<file path="src/rtl/pipe_hazard_ctrl.sv">
// Y86-64 pipeline control: stall/bubble strobes for F/D/E/M/W, sticky HALT on a retired
// non-AOK status, and saturating hazard event counters.
module pipe_hazard_ctrl #(
    parameter int unsigned CNT_W    = 32,
    parameter logic [3:0]  REG_NONE = 4'hF
) (
    input  logic             clk,
    input  logic             rst_n,
    input  logic [3:0]       D_icode,
    input  logic [3:0]       d_srcA,
    input  logic [3:0]       d_srcB,
    input  logic [3:0]       E_icode,
    input  logic [3:0]       E_dstM,
    input  logic             e_Cnd,
    input  logic [3:0]       M_icode,
    input  logic [1:0]       m_stat,
    input  logic [1:0]       W_stat,
    output logic             F_stall,
    output logic             D_stall,
    output logic             D_bubble,
    output logic             E_bubble,
    output logic             M_bubble,
    output logic             W_stall,
    output logic             set_cc,
    output logic             halted,
    output logic [CNT_W-1:0] cnt_stall,
    output logic [CNT_W-1:0] cnt_mispred,
    output logic [CNT_W-1:0] cnt_ret
);

    localparam logic [3:0] IMrmovq = 4'h5;
    localparam logic [3:0] IOpq    = 4'h6;
    localparam logic [3:0] IJxx    = 4'h7;
    localparam logic [3:0] IRet    = 4'h9;
    localparam logic [3:0] IPopq   = 4'hB;
    localparam logic [1:0] StatAok = 2'b00;

    localparam logic [CNT_W-1:0] CntMax = '1;
    localparam logic [CNT_W-1:0] CntOne = {{(CNT_W-1){1'b0}}, 1'b1};

    typedef enum logic {StRun = 1'b0, StHalt = 1'b1} state_e;

    state_e r_state;
    state_e w_state_next;

    logic w_lu;
    logic w_mp;
    logic w_rt;
    logic w_exc;
    logic w_ret_bubble;

    logic [CNT_W-1:0] r_cnt_stall;
    logic [CNT_W-1:0] r_cnt_mispred;
    logic [CNT_W-1:0] r_cnt_ret;

    assign w_lu  = ((E_icode == IMrmovq) || (E_icode == IPopq)) && (E_dstM != REG_NONE) &&
                   ((E_dstM == d_srcA) || (E_dstM == d_srcB));
    assign w_mp  = (E_icode == IJxx) && !e_Cnd;
    assign w_rt  = (D_icode == IRet) || (E_icode == IRet) || (M_icode == IRet);
    assign w_exc = (m_stat != StatAok) || (W_stat != StatAok);
    // A load/use stall holds D, so the ret bubble is deferred until the stall clears
    assign w_ret_bubble = !w_lu && w_rt;

    always_ff @(posedge clk or negedge rst_n) begin
        if (!rst_n) begin
            r_state <= StRun;
        end else begin
            r_state <= w_state_next;
        end
    end

    always_comb begin
        w_state_next = r_state;
        F_stall      = w_lu || w_rt;
        D_stall      = w_lu;
        D_bubble     = w_mp || w_ret_bubble;
        E_bubble     = w_mp || w_lu;
        M_bubble     = w_exc;
        W_stall      = (W_stat != StatAok);
        set_cc       = (E_icode == IOpq) && !w_exc;
        if (r_state == StHalt) begin
            F_stall  = 1'b1;
            D_stall  = 1'b1;
            D_bubble = 1'b1;
            E_bubble = 1'b1;
            M_bubble = 1'b1;
            W_stall  = 1'b1;
            set_cc   = 1'b0;
        end else if (W_stat != StatAok) begin
            w_state_next = StHalt;
        end
    end

    always_ff @(posedge clk or negedge rst_n) begin
        if (!rst_n) begin
            r_cnt_stall   <= '0;
            r_cnt_mispred <= '0;
            r_cnt_ret     <= '0;
        end else if (r_state == StRun) begin
            if (w_lu && (r_cnt_stall != CntMax)) begin
                r_cnt_stall <= r_cnt_stall + CntOne;
            end
            if (w_mp && (r_cnt_mispred != CntMax)) begin
                r_cnt_mispred <= r_cnt_mispred + CntOne;
            end
            if (w_ret_bubble && (r_cnt_ret != CntMax)) begin
                r_cnt_ret <= r_cnt_ret + CntOne;
            end
        end
    end

    assign halted      = (r_state == StHalt);
    assign cnt_stall   = r_cnt_stall;
    assign cnt_mispred = r_cnt_mispred;
    assign cnt_ret     = r_cnt_ret;

endmodule

</file>
<file path="config.mk">
export PLATFORM = sky130hd
export DESIGN_NAME = pipe_hazard_ctrl
export DESIGN_NICKNAME = d
export VERILOG_FILES = /design/src/rtl/pipe_hazard_ctrl.sv
export SDC_FILE = /design/constraint.sdc
export NUM_CORES = 1
export LEC_CHECK = 0
export BUFFER_PORTS_ARGS = -buffer_cell sky130_fd_sc_hd__clkbuf_2
export CORE_ASPECT_RATIO = 1.25
export CORE_MARGIN = 1
export CORE_UTILIZATION = 30
export CTS_BUF_LIST = sky130_fd_sc_hd__clkbuf_4 sky130_fd_sc_hd__clkbuf_8
export DETAILED_ROUTE_END_ITERATION = 7
export HOLD_SLACK_MARGIN = 0.1
export PLACE_DENSITY = 0.5
export SETUP_SLACK_MARGIN = 0.4
export SLEW_MARGIN = 40
export SYNTH_ARGS = -nofsm -noshare
export SYNTH_HDL_FRONTEND = slang
export SYNTH_SLANG_ARGS = --single-unit
</file>
<file path="constraint.sdc">
create_clock -name clk -period 2.8 [get_ports clk]
set_input_delay 0.56 -clock clk [delete_from_list [all_inputs] [get_ports clk]]
set_output_delay 0.56 -clock clk [all_outputs]
set_load 0.005 [all_outputs]
</file>
==> metrics.md <==
| Metric | Value |
|---|---|
| Max FO, Critical Path | 5 |
| Syn_area_per_cell | about 11 µm² |
| Hold crit path type | reg -> reg |
| RSZ-0062 raised after global routing | yes |
| Critical R2R Capture | cnt_stall[1] |
| Hold path cells | 1 |
| Synth Instances | around 460 |
| WHS Endpoint | cnt_mispred[9] |
| Deepest level of the CTS H-tree | 3 |
| Diode count | 0 |
| Initial Util | 31.16% |
| Met3 GRT Util | 4.302% |
| Skew final | roughly 12 ps |
| Final non-filler cell total | ~830 |
| Fin. max-slew vios | 0 |
| R2R Setup Slk | between 500 and 600 ps |
| Largest net degree at the start of global routing | 53 |
| Setup violations, final | 0 |
| GRT Max-Usage Layer | met2 |
| Root Buffer | clkbuf_8 |
| Drt wl/cell | approximately 16 µm |
| Status | complete, no violations |
| Tcrit/Tclk final | ~84% |
| Tot GR Track Use | between 10% and 20% |
| Post-synth ARST share | between 90% and 100% |
| Vias after detailed routing | 4091 |
| R2r startpoint | cnt_stall[0] |
| Core area | roughly 16000 µm² |
| Number of global-route vias before repair | just over 4000 |
| DRC Markers | 0 |
| Met2 Track Usage GR | about a quarter |
| Max Clock Freq | roughly 420 MHz |
| Bufs on Longest Clock Path | 2 |
| GRT met1 Usage | around a fifth |
| Synth area leaders | dfrtp_1, xnor2_1, nand4_1 |
| Initial antenna violation count | 0 |
| Die Wd | 116.4 µm |
| FF+latch count, synth | between 90 and 100 |
| Tot Pwr | around 0.0027 W |
| Sequential area share after synthesis | slightly below 50% |
| Mapped Nets | about 490 |
| CP startpoint kind | input port |
| Worst slew margin | roughly three fifths |
| RD Place Congestion | 0.8319 |
| Setup TNS | 0 ps |
| Leakage | ~3.0 nW |
| Final Hold Viols | 0 |
| Final ANT Viol Nets | 0 |
| Initial drt markers | approximately 140 |
| Synth top cells by count | dfrtp_1, xnor2_1, nand4_1 |
| Detailed Place HPWL | roughly 10000 µm |
| TritonRoute pass-1 iters | 4 |
| Worst r2r path cells | 6 |
| Die Y | about 150 µm |
| Unique masters post-synth | between 40 and 50 |
| Maxcap violations | 0 |
| Placed cells | just over 800 |
| Yosys warns | 0 |
| Clock network fraction of design power | between 40 and 50% |
| Nets | 648 |
| Worst Hold Launch | cnt_mispred[9] |
| P per Cell Area | about 400 nW/µm² |
| CP arrival | between 1500 and 2000 ps |
| P&R area growth vs syn | 31.31% |
| Comb power frac | 5.6% |
| Grt total ovfl | 0 |
| Clock transition at path regs | about 100 ps |
| Net Sw Power | between 0.0005 and 0.0006 W |
| WP data required | roughly 2200 ps |
| Ys flop type | dfrtp_1 |
| CTS tree | done |
| CTS Buf Count | 9 |
| Clock period minus final worst setup slack | approximately 2400 ps |
| Clk_lat worst skew | roughly 380 ps |
| Synth top area share | roughly 49% |
| Sequential Power Share | 53.7% |
| CP endpoint kind | output pin |
| Cell-internal power | 0.002061 W |
| Die area | between 15000 and 20000 µm² |
| Most common cell in the synthesized netlist | dfrtp_1 |
| Number of synthesized flops with an enable pin | 0 |
| Sw frac | approximately 22% |
| Port Buffers | between 100 and 150 |
| Clock sink count | 97 |
| Std-Cell Rows | just over 50 |
| Slew @ Worst Pin | 589.4 ps |
| Final WL | ~13000 µm |
| First-pass GRT wire length | around 21000 µm |
| Share of cells above drive strength 1 | between 30% and 40% |
| IO Count | 135 |
| CP Class | in -> out |
| Largest area contributor in the netlist | dfrtp_1 |
| Worst vdd ir | 0.1651 mV |
| Netlist Area Pre-Place | between 4000 and 5000 µm² |
| Vias per std cell | 4.923 |
[cell families after synthesis]
family          share of synthesized area [%]
simple gates                            28.71
xor+xnor                                17.83
flops                                   49.43
compound gates                          1.783
buf+inv                                0.7388
mux                                    0.7388
fa+ha+maj                              0.7644
[routing by layer]
| metal | routed length, µm | vias up |
|---|---|---|
| met1 | 5722 | 2004 |
| met2 | 6501 | 110 |
| met5 | 0 | - |
| met3 | 881 | 15 |
| li1 | - | 1962 |
| met4 | 272 | 0 |
[area by class of cell]
class / count / area, µm²
flip-flops and latches: 97 / 2431
clock inverters: 4 / 73.82
multi-input cells: 351 / 2596
clock buffers: 12 / 165.2
fillers: 1584 / 9313
well taps: 212 / 265.3
repair buffers: 151 / 902.1
inverters: 4 / 15.01
[metrics by stage]
| step | util (%) | hold slack (ps) | worst slack [ps] | area, µm² |
|---|---|---|---|---|
| 6_report | 40.91 | 496.0 | 440.4 | 6449 |
| 3_3_place_gp | 37.53 | 417.6 | 150.6 | 5916 |
| 3_5_place_dp | 37.53 | 421.2 | 14.82 | 5916 |
| 2_1_floorplan | - | 264.4 | 572.0 | 4911 |
| 4_1_cts | 39.43 | 376.7 | 340.5 | 6215 |
| 5_1_grt | 40.91 | 499.7 | 360.0 | 6449 |
[cells in the final DEF, fill, tap and decap left out, types with 12 or more instances in the layout]
| master | n |
|---|---|
| nand2_1 | 36 |
| and3_1 | 15 |
| dfrtp_1 | 94 |
| clkbuf_8 | 12 |
| nand4_1 | 43 |
| xnor2_1 | 65 |
| nor2_1 | 25 |
| nor3_1 | 12 |
| nand3_1 | 40 |
| buf_4 | 17 |
| clkbuf_2 | 120 |
| xor2_1 | 27 |
| and4_1 | 12 |
[worst max-delay path: stages]
cell and delay [ps]:
clkbuf_2 140, nor4bb_4 190, nor3_4 280, nor2_2 90, or3_4 410, buf_6 120
[what timing repair did]
action,CTS,global route
buffers inserted,1,5
resized for setup,9,60
endpoints found under the setup margin,12,21
endpoints found under the hold margin,10,0
pin swaps,2,18
hold buffers,1,0
[power groups by stage]
stage          Combinational [W]  Sequential, W  Clock [W]
6_report                0.000149        0.00143    0.00108
5_1_grt                 0.000164        0.00143    0.00117
4_1_cts                 0.000120        0.00143    0.00113
3_3_place_gp            0.000113        0.00145          0
3_5_place_dp            0.000115        0.00146          0
2_1_floorplan          0.0000319        0.00145          0
[state kept, by name, indices dropped and copies added, names as in the netlist]
register,flops
halted,1
cnt_stall,32
cnt_mispred,32
cnt_ret,32
[worst max path at each step]
stage	from	end	slack, ps
after global placement	E_icode[0]	D_bubble	150
after global routing	E_dstM[2]	D_bubble	360
after floorplan	D_icode[3]	D_bubble	570
after CTS	E_icode[1]	D_bubble	340
after detailed placement	E_icode[0]	D_bubble	10
final	E_icode[0]	D_bubble	440
Power figures use the tool's default switching activity.
